==> config.mk <==
export PLATFORM = sky130hd
export DESIGN_NAME = keypad_entry_buffer
export DESIGN_NICKNAME = d
export VERILOG_FILES = /design/src/rtl/keypad_entry_buffer.sv
export SDC_FILE = /design/constraint.sdc
export NUM_CORES = 1
export LEC_CHECK = 0
export BUFFER_PORTS_ARGS = -buffer_cell sky130_fd_sc_hd__buf_2
export CORE_AREA = 2 2 103 105
export DETAILED_ROUTE_END_ITERATION = 8
export DIE_AREA = 0 0 105 107
export SLEW_MARGIN = 20
export SYNTH_ARGS = -nofsm -noshare
export SYNTH_HDL_FRONTEND = slang
export SYNTH_SLANG_ARGS = --single-unit
==> constraint.sdc <==
create_clock -name clk -period 2.8 [get_ports clk]
set_clock_uncertainty 0.1 [all_clocks]
set_input_delay 0.7 -clock clk [delete_from_list [all_inputs] [get_ports clk]]
set_output_delay 0.7 -clock clk [all_outputs]
set_load 0.02 [all_outputs]
==> src/rtl/keypad_entry_buffer.sv <==
`default_nettype none
// ============================================================================
// Module      : keypad_entry_buffer
// Description : Assembles BCD key presses into an entry register and queues
//               completed entries in a first-word-fall-through FIFO.
// Revision    : 1.0 - initial release
// ============================================================================
module keypad_entry_buffer #(
    parameter int MAX_DIGITS = 4,
    parameter int FIFO_DEPTH = 4
) (
    input  logic                              clk,
    input  logic                              reset,
    input  logic [3:0]                        val,
    input  logic                              val_stb,
    input  logic                              rd_en,
    output logic [4*MAX_DIGITS-1:0]           entry,
    output logic [$clog2(MAX_DIGITS+1)-1:0]   digit_cnt,
    output logic [4*MAX_DIGITS-1:0]           fifo_dout,
    output logic                              fifo_empty,
    output logic                              fifo_full,
    output logic                              overflow
);

    localparam int c_entry_w = 4 * MAX_DIGITS;
    localparam int c_cnt_w   = $clog2(MAX_DIGITS + 1);
    localparam int c_ptr_w   = (FIFO_DEPTH > 1) ? $clog2(FIFO_DEPTH) : 1;
    localparam int c_occ_w   = $clog2(FIFO_DEPTH + 1);

    localparam logic [3:0] c_key_bksp  = 4'hA;
    localparam logic [3:0] c_key_clear = 4'hE;
    localparam logic [3:0] c_key_enter = 4'hF;

    logic [c_entry_w-1:0] r_entry;
    logic [c_cnt_w-1:0]   r_digit_cnt;
    logic [c_entry_w-1:0] r_mem [FIFO_DEPTH];
    logic [c_ptr_w-1:0]   r_wr_ptr;
    logic [c_ptr_w-1:0]   r_rd_ptr;
    logic [c_occ_w-1:0]   r_occ;
    logic                 r_overflow;

    logic [c_entry_w-1:0] w_entry_nxt;
    logic [c_cnt_w-1:0]   w_cnt_nxt;
    logic                 w_empty;
    logic                 w_full;
    logic                 w_enter;
    logic                 w_can_accept;
    logic                 w_push;
    logic                 w_pop;

    function automatic logic [c_ptr_w-1:0] ptr_inc(input logic [c_ptr_w-1:0] p);
        return (p == c_ptr_w'(FIFO_DEPTH - 1)) ? '0 : p + 1'b1;
    endfunction

    assign w_empty      = (r_occ == '0);
    assign w_full       = (r_occ == c_occ_w'(FIFO_DEPTH));
    assign w_pop        = rd_en && !w_empty;
    // A full FIFO still accepts when the consumer frees the head in the same cycle
    assign w_can_accept = !w_full || rd_en;
    assign w_enter      = val_stb && (val == c_key_enter) && (r_digit_cnt != '0);
    assign w_push       = w_enter && w_can_accept;

    always_comb begin
        w_entry_nxt = r_entry;
        w_cnt_nxt   = r_digit_cnt;
        if (val_stb) begin
            if (val <= 4'd9) begin
                if (r_digit_cnt < c_cnt_w'(MAX_DIGITS)) begin
                    w_entry_nxt = (r_entry << 4) | c_entry_w'(val);
                    w_cnt_nxt   = r_digit_cnt + 1'b1;
                end
            end else begin
                case (val)
                    c_key_bksp: begin
                        if (r_digit_cnt != '0) begin
                            w_entry_nxt = r_entry >> 4;
                            w_cnt_nxt   = r_digit_cnt - 1'b1;
                        end
                    end
                    c_key_clear: begin
                        w_entry_nxt = '0;
                        w_cnt_nxt   = '0;
                    end
                    c_key_enter: begin
                        if (w_push) begin
                            w_entry_nxt = '0;
                            w_cnt_nxt   = '0;
                        end
                    end
                    default: ;
                endcase
            end
        end
    end

    always_ff @(posedge clk) begin
        if (reset) begin
            r_entry     <= '0;
            r_digit_cnt <= '0;
            r_wr_ptr    <= '0;
            r_rd_ptr    <= '0;
            r_occ       <= '0;
            r_overflow  <= 1'b0;
        end else begin
            r_entry     <= w_entry_nxt;
            r_digit_cnt <= w_cnt_nxt;
            if (w_push) begin
                r_wr_ptr <= ptr_inc(r_wr_ptr);
            end
            if (w_pop) begin
                r_rd_ptr <= ptr_inc(r_rd_ptr);
            end
            if (w_push && !w_pop) begin
                r_occ <= r_occ + 1'b1;
            end else if (w_pop && !w_push) begin
                r_occ <= r_occ - 1'b1;
            end
            if (w_enter && !w_can_accept) begin
                r_overflow <= 1'b1;
            end
        end
    end

    // Storage needs no reset: the read side is masked while the FIFO is empty
    always_ff @(posedge clk) begin
        if (w_push && !reset) begin
            r_mem[r_wr_ptr] <= r_entry;
        end
    end

    assign entry      = r_entry;
    assign digit_cnt  = r_digit_cnt;
    assign fifo_empty = w_empty;
    assign fifo_full  = w_full;
    assign fifo_dout  = w_empty ? '0 : r_mem[r_rd_ptr];
    assign overflow   = r_overflow;

endmodule
`default_nettype wire

==> results of run 1 <==
-- cells by family after synthesis --
kind of cell             share of synthesized area [%]
AO/OA/AOI/OAI                                     10.5
XOR/XNOR                                         0.877
adder cells (fa/ha/maj)                           3.32
buffers and inverters                             4.07
flip-flops                                        62.7
multiplexers                                      10.1
AND/OR/NAND/NOR                                   8.49
-- path summary, 6_finish.rpt --
path | from | endpoint | slack (ps) | cells past startpoint
worst max-delay path | digit_cnt[1] | r_occ[2] | 200 | 12
worst min-delay path | overflow | overflow | 380 | 2
worst max register to register | digit_cnt[1] | r_occ[2] | 200 | 12
worst min register to register | overflow | overflow | 380 | 2
-- report_power, final --
group,switching [uW],internal (uW)
Sequential,93.5,1530
Combinational,683,488
Clock,470,506
-- flip-flops by register name (all words and copies together), names as in the netlist, named ones only --
name       cells
r_mem         64
entry         16
digit_cnt      3
r_occ          3
r_rd_ptr       2
r_wr_ptr       2
overflow       1
-- final cells by class --
type                    instances  share of cell area (%)
well taps                     136                    3.69
multi-input cells             152                    28.9
clock inverters                 7                    2.06
repair buffers                 61                    7.77
inverters                       6                   0.489
clock buffers                   9                    2.69
flip-flops and latches         93                    54.4
-- cell usage in the layout, fill, tap and decap left out, drive strengths merged, types with 2 or more instances in the layout --
master,n
a211oi,10
xor2,4
and3,3
clkinv,3
mux2i,3
bufinv,2
nand2,4
mux4,16
clkbuf,9
inv,8
ha,9
nand2b,4
a22o,4
a311oi,2
nor3,4
a32oi,10
o21a,2
a21oi,20
buf,61
and2,4
dfxtp,29
nor2,11
edfxtp,64
o21ai,9
nor2b,18
or3,2
-- layer usage --
| layer | vias to the layer above | global-route usage (%) | part of all wire [%] |
|---|---|---|---|
| li1 | 1150 | - | - |
| met1 | 1188 | 19.2 | 47 |
| met2 | 61 | 23.5 | 48 |
| met3 | 11 | 3.16 | 3.7 |
| met4 | 0 | 6.19 | 1.5 |
| met5 | - | 0 | 0 |
-- per-stage QoR --
stage	total power, uW	worst slack [ps]	cell area [um^2]	cells	utilization, %
2_1_floorplan	2470	34.1	3990	269	-
6_report	3770	197	4610	464	45.6
3_3_place_gp	2840	96.0	4390	448	43.5
5_1_grt	3980	13.9	4610	464	45.6
4_1_cts	3830	151	4600	464	45.6
3_5_place_dp	2850	37.9	4390	448	43.5
-- worst register-to-register path: stages (launching register included) --
cell and delay, ps:
sky130_fd_sc_hd__dfxtp_1 390, sky130_fd_sc_hd__inv_1 80, sky130_fd_sc_hd__ha_1 170, sky130_fd_sc_hd__nor2b_1 160
sky130_fd_sc_hd__and4b_2 310, sky130_fd_sc_hd__nand2b_1 80, sky130_fd_sc_hd__inv_1 60, sky130_fd_sc_hd__ha_1 170
sky130_fd_sc_hd__inv_1 60, sky130_fd_sc_hd__fa_1 370, sky130_fd_sc_hd__xor2_1 160, sky130_fd_sc_hd__or3_1 310
sky130_fd_sc_hd__a21oi_1 140
==> metrics.txt, run 1 <==
Filler Cell Count=955; Post-Synthesis Net Count=287; Ys Warns=0; setup repair after global routing missed its margin=no; CTS tree=done; post-route worst hold slack=379 ps; number of core rows=37; Synth top area share=48.1%; # DRC=0; number of instances in the synthesized netlist=269; post-route clock period utilization=93.0%; largest net degree at the start of global routing=26; count of state elements after synthesis=93; number of flops mapped to enable cells by yosys=64; Antenna Violating Nets Remaining=0; effective utilization at floorplan=39.6%; ranking of synthesized cells by instance count=64 x sky130_fd_sc_hd__edfxtp_1, 29 x sky130_fd_sc_hd__dfxtp_1, 19 x sky130_fd_sc_hd__a21oi_1; slowest cell delay on critical path=390 ps; largest driver fanout on the critical path=4; time the worst path needs with I/O delays and setup=2600 ps; initial antenna violation count=0; combined area of the multi-input logic cells=1330 um^2; setup violation total in the final timing report=0; Synth-to-Final Area Change=15.4%; Worst-Skew Late Latency=350 ps; Total Die Area=11,200 um^2; average detailed-routed wire length per instance=16.5 um; sinks on the clock net=93; post-cts gate resize count=0; net count reported at finish=341; total setup buffers inserted after CTS=0; result of the run=completed; max-slew violation count=0; wire length of the first global-routing pass=12,400 um; Worst Max-Slew Pin Slew=836 ps; portion of the post-synthesis area used by sequential elements=62.7%; final antenna diode count=0; dominant cells by area after synthesis=sky130_fd_sc_hd__edfxtp_1 48%, sky130_fd_sc_hd__dfxtp_1 15%, sky130_fd_sc_hd__mux4_2 9.0%; cell with the biggest individual delay on the critical path=sky130_fd_sc_hd__dfxtp_1; Hold Buf Count CTS=0; fraction of layout cells with a size suffix above 1=30.8%; Crit path arrival time=2790 ps; Global Route Usage Sum=14.6%; static leakage power=0.00168 uW; First DRT Iteration DRCs=182; cell with the most instances after synthesis=sky130_fd_sc_hd__edfxtp_1; total global routing overflow=0; Synth cell types=44; cell taking the most area after synthesis=sky130_fd_sc_hd__edfxtp_1; list of cells traversed by the critical path=inv_1, ha_1, nor2b_1, and4b_2, nand2b_1, inv_1, ha_1, inv_1, fa_1, xor2_1, or3_1, a21oi_1; type of destination of the critical path=register; clock transition at the register clock pins on the worst setup and hold paths after CTS=80 ps; most common cell type on the critical path=sky130_fd_sc_hd__inv_1; Setup CP Type=register to register; clock tree root buffer cell=sky130_fd_sc_hd__clkbuf_8; main flop type after synthesis=sky130_fd_sc_hd__edfxtp_1; TritonRoute pass-1 iters=6; CTS H-tree depth=3; final RePlAce weighted congestion=0.786; Startpoint Class=register; Max Clk Rate=0.384 GHz; area of all sequential standard cells=2500 um^2; vertical die dimension=107 um; Post-Synthesis Mean Instance Area=14.8 um^2; io pins=46; Max clock buf depth=2; FFs w/ async S/R, synth=0%; type of the worst min-delay path=register to register; Port-buffer cells=45; summed negative setup slack over all endpoints=0 ps; number of global-route vias before repair=2,315; critical path data required time=2980 ps; critical path buffer and inverter count=3; Core Box Area=10,100 um^2; Worst IR Drop VDD=0.290 mV; Post-DP HPWL=5000 um; final hold violation count=0; drt total wl=7670 um; number of clock buffers inserted by TritonCTS=9; average via count per standard cell=5.19; netlist area before placement=3990 um^2; headroom to the max-slew limit=44.0%; family with the most delay on the worst path=simple AND/OR/NAND/NOR gates; number of maximum-capacitance constraint violations=0; power density cells=820 nW/um^2; horizontal extent of the die=105 um; total number of vias=2,410
(Power assumes the default switching activity.)
==> run 2: changes to the inputs <==
- CORE_AREA: 2 2 103 105 -> 2 2 119 92
- DIE_AREA: 0 0 105 107 -> 0 0 121 94
==> metrics.txt, run 2 (synthesized netlist as in run 1, its figures left out) <==
cell with the biggest individual delay on the critical path=sky130_fd_sc_hd__dfxtp_1; setup repair after global routing missed its margin=no; type of destination of the critical path=register; clock transition at the register clock pins on the worst setup and hold paths after CTS=60 ps; average via count per standard cell=5.15; total global routing overflow=0; family with the most delay on the worst path=simple AND/OR/NAND/NOR gates; endpoint of the lowest-slack register-to-register path=r_occ[2]; proportion of power drawn by combinational gates=28.6%; Worst Max-Slew Pin Slew=865 ps; internal reg-to-reg setup slack=200 ps; post-route clock period utilization=92.7%; largest driver fanout on the critical path=4; total setup buffers inserted after CTS=0; wire length of the first global-routing pass=12,800 um; power density cells=860 nW/um^2; net count reported at finish=342; CTS H-tree depth=3; most common cell type on the critical path=sky130_fd_sc_hd__inv_1; initial antenna violation count=0; Antenna Violating Nets Remaining=0; fraction of layout cells with a size suffix above 1=31.0%; WHS Path Cells=2; result of the run=completed; effective utilization at floorplan=39.4%; CTS tree=done; Global Route Usage Sum=15.1%; Worst-Skew Late Latency=330 ps; Hold Buf Count CTS=0; horizontal extent of the die=121 um; Core Box Area=10,100 um^2; average detailed-routed wire length per instance=16.9 um; flip-flop count of the largest register, all copies and words added=64; TritonRoute pass-1 iters=4; Synth-to-Final Area Change=19.4%; number of clock buffers inserted by TritonCTS=9; headroom to the max-slew limit=42.1%; Crit path arrival time=2760 ps; Flop pwr share=40.0%; worst r2r src=digit_cnt[1]; setup violation total in the final timing report=0; # DRC=0; Setup CP Type=register to register; drt total wl=7870 um; First DRT Iteration DRCs=223; startpoint of the worst setup timing path=digit_cnt[1]; static leakage power=0.00174 uW; slowest cell delay on critical path=390 ps; Post-DP HPWL=5380 um; end of the worst hold path=overflow; io pins=46; number of maximum-capacitance constraint violations=0; Sw Share=31.3%; number of global-route vias before repair=2,408; vertical die dimension=94 um; post-route total power=4100 uW; switching power=1280 uW; Startpoint Class=register; most frequent standard cell in the layout excluding fill and tap cells=sky130_fd_sc_hd__edfxtp_1; total number of vias=2,397; final RePlAce weighted congestion=0.835; max-slew violation count=0; time the worst path needs with I/O delays and setup=2600 ps; final antenna diode count=0; clock tree root buffer cell=sky130_fd_sc_hd__clkbuf_16; list of cells traversed by the critical path=inv_1, ha_1, nor2b_1, and4b_2, nand2b_1, inv_1, ha_1, inv_1, fa_1, xor2_1, or3_1, a21oi_1; Port-buffer cells=45; worst min-delay path startpoint=overflow; number of core rows=32; Max Clk Rate=0.385 GHz; critical path data required time=2970 ps; Total Die Area=11,400 um^2; clock share of power=31.4%; post-cts gate resize count=0; type of the worst min-delay path=register to register; critical path buffer and inverter count=3; register with the most flip-flops=r_mem; Worst IR Drop VDD=0.401 mV; Max clock buf depth=2; largest net degree at the start of global routing=20; final hold violation count=0; depth of the worst register-to-register path=12; sinks on the clock net=93; summed negative setup slack over all endpoints=0 ps; most frequent cells in the layout=64 x sky130_fd_sc_hd__edfxtp_1, 45 x sky130_fd_sc_hd__buf_2, 28 x sky130_fd_sc_hd__dfxtp_1, 19 x sky130_fd_sc_hd__a21oi_1, 18 x sky130_fd_sc_hd__nor2b_1; cell-internal power=2820 uW
run 2: changes by cell type in the layout (fill, tap and decap cells not counted):
cell / change
sky130_fd_sc_hd__clkbuf_1: +1
sky130_fd_sc_hd__clkinvlp_4: +1
sky130_fd_sc_hd__buf_4: -3
sky130_fd_sc_hd__clkbuf_16: +9
sky130_fd_sc_hd__buf_12: +4
sky130_fd_sc_hd__clkinv_1: -1
sky130_fd_sc_hd__clkbuf_8: -9
sky130_fd_sc_hd__clkinv_2: -1
run 2: layer usage:
layer	vias up	global-route usage, %	wire (um)
li1	1152	-	-
met1	1173	19.8	3650
met2	68	24.8	3670
met3	4	3.82	491
met4	0	4.75	46
met5	-	0	0
run 2: worst max-delay path by stage:
stage / depth (start not counted) / slack [ps] / endpoint
floorplan: 11 / 30 / r_occ[2]
global placement: 11 / 140 / r_occ[2]
CTS: 12 / 150 / r_occ[2]
global route: 12 / 50 / r_occ[2]
finish: 12 / 200 / r_occ[2]
detailed placement: 11 / 100 / r_occ[2]
run 2: tightest hold or removal path, cell delays in order, from the launching register on:
cell	delay, ps
sky130_fd_sc_hd__dfxtp_1	320
sky130_fd_sc_hd__a21oi_1	40
sky130_fd_sc_hd__nor2_1	80
run 2: area by class of cell:
| cell class | count | area [um^2] |
|---|---|---|
| Clock inverter | 6 | 93.8 |
| Fill cell | 903 | 5360 |
| Inverter | 6 | 22.5 |
| Tap cell | 136 | 170 |
| Clock buffer | 10 | 229 |
| Timing Repair Buffer | 62 | 415 |
| Sequential cell | 93 | 2500 |
| Multi-Input combinational cell | 152 | 1330 |
run 2: power groups by stage:
| stage | combinational (uW) | clock [uW] | sequential [uW] |
|---|---|---|---|
| 4_1_cts | 1200 | 1320 | 1640 |
| 6_report | 1170 | 1290 | 1640 |
| 3_5_place_dp | 1200 | 0 | 1670 |
| 2_1_floorplan | 811 | 0 | 1660 |
| 3_3_place_gp | 1180 | 0 | 1670 |
| 5_1_grt | 1290 | 1370 | 1650 |
run 2: metrics by stage:
| stage | util (%) | instances | setup WS (ps) | area (um^2) | hold WS (ps) |
|---|---|---|---|---|---|
| detailed placement | 43.9 | 449 | 95.3 | 4440 | 358 |
| floorplan | - | 269 | 34.1 | 3990 | 374 |
| global placement | 43.9 | 449 | 143 | 4440 | 357 |
| global route | 47.1 | 465 | 48.0 | 4770 | 409 |
| finish | 47.1 | 465 | 205 | 4770 | 374 |
| CTS | 47.0 | 465 | 148 | 4770 | 376 |
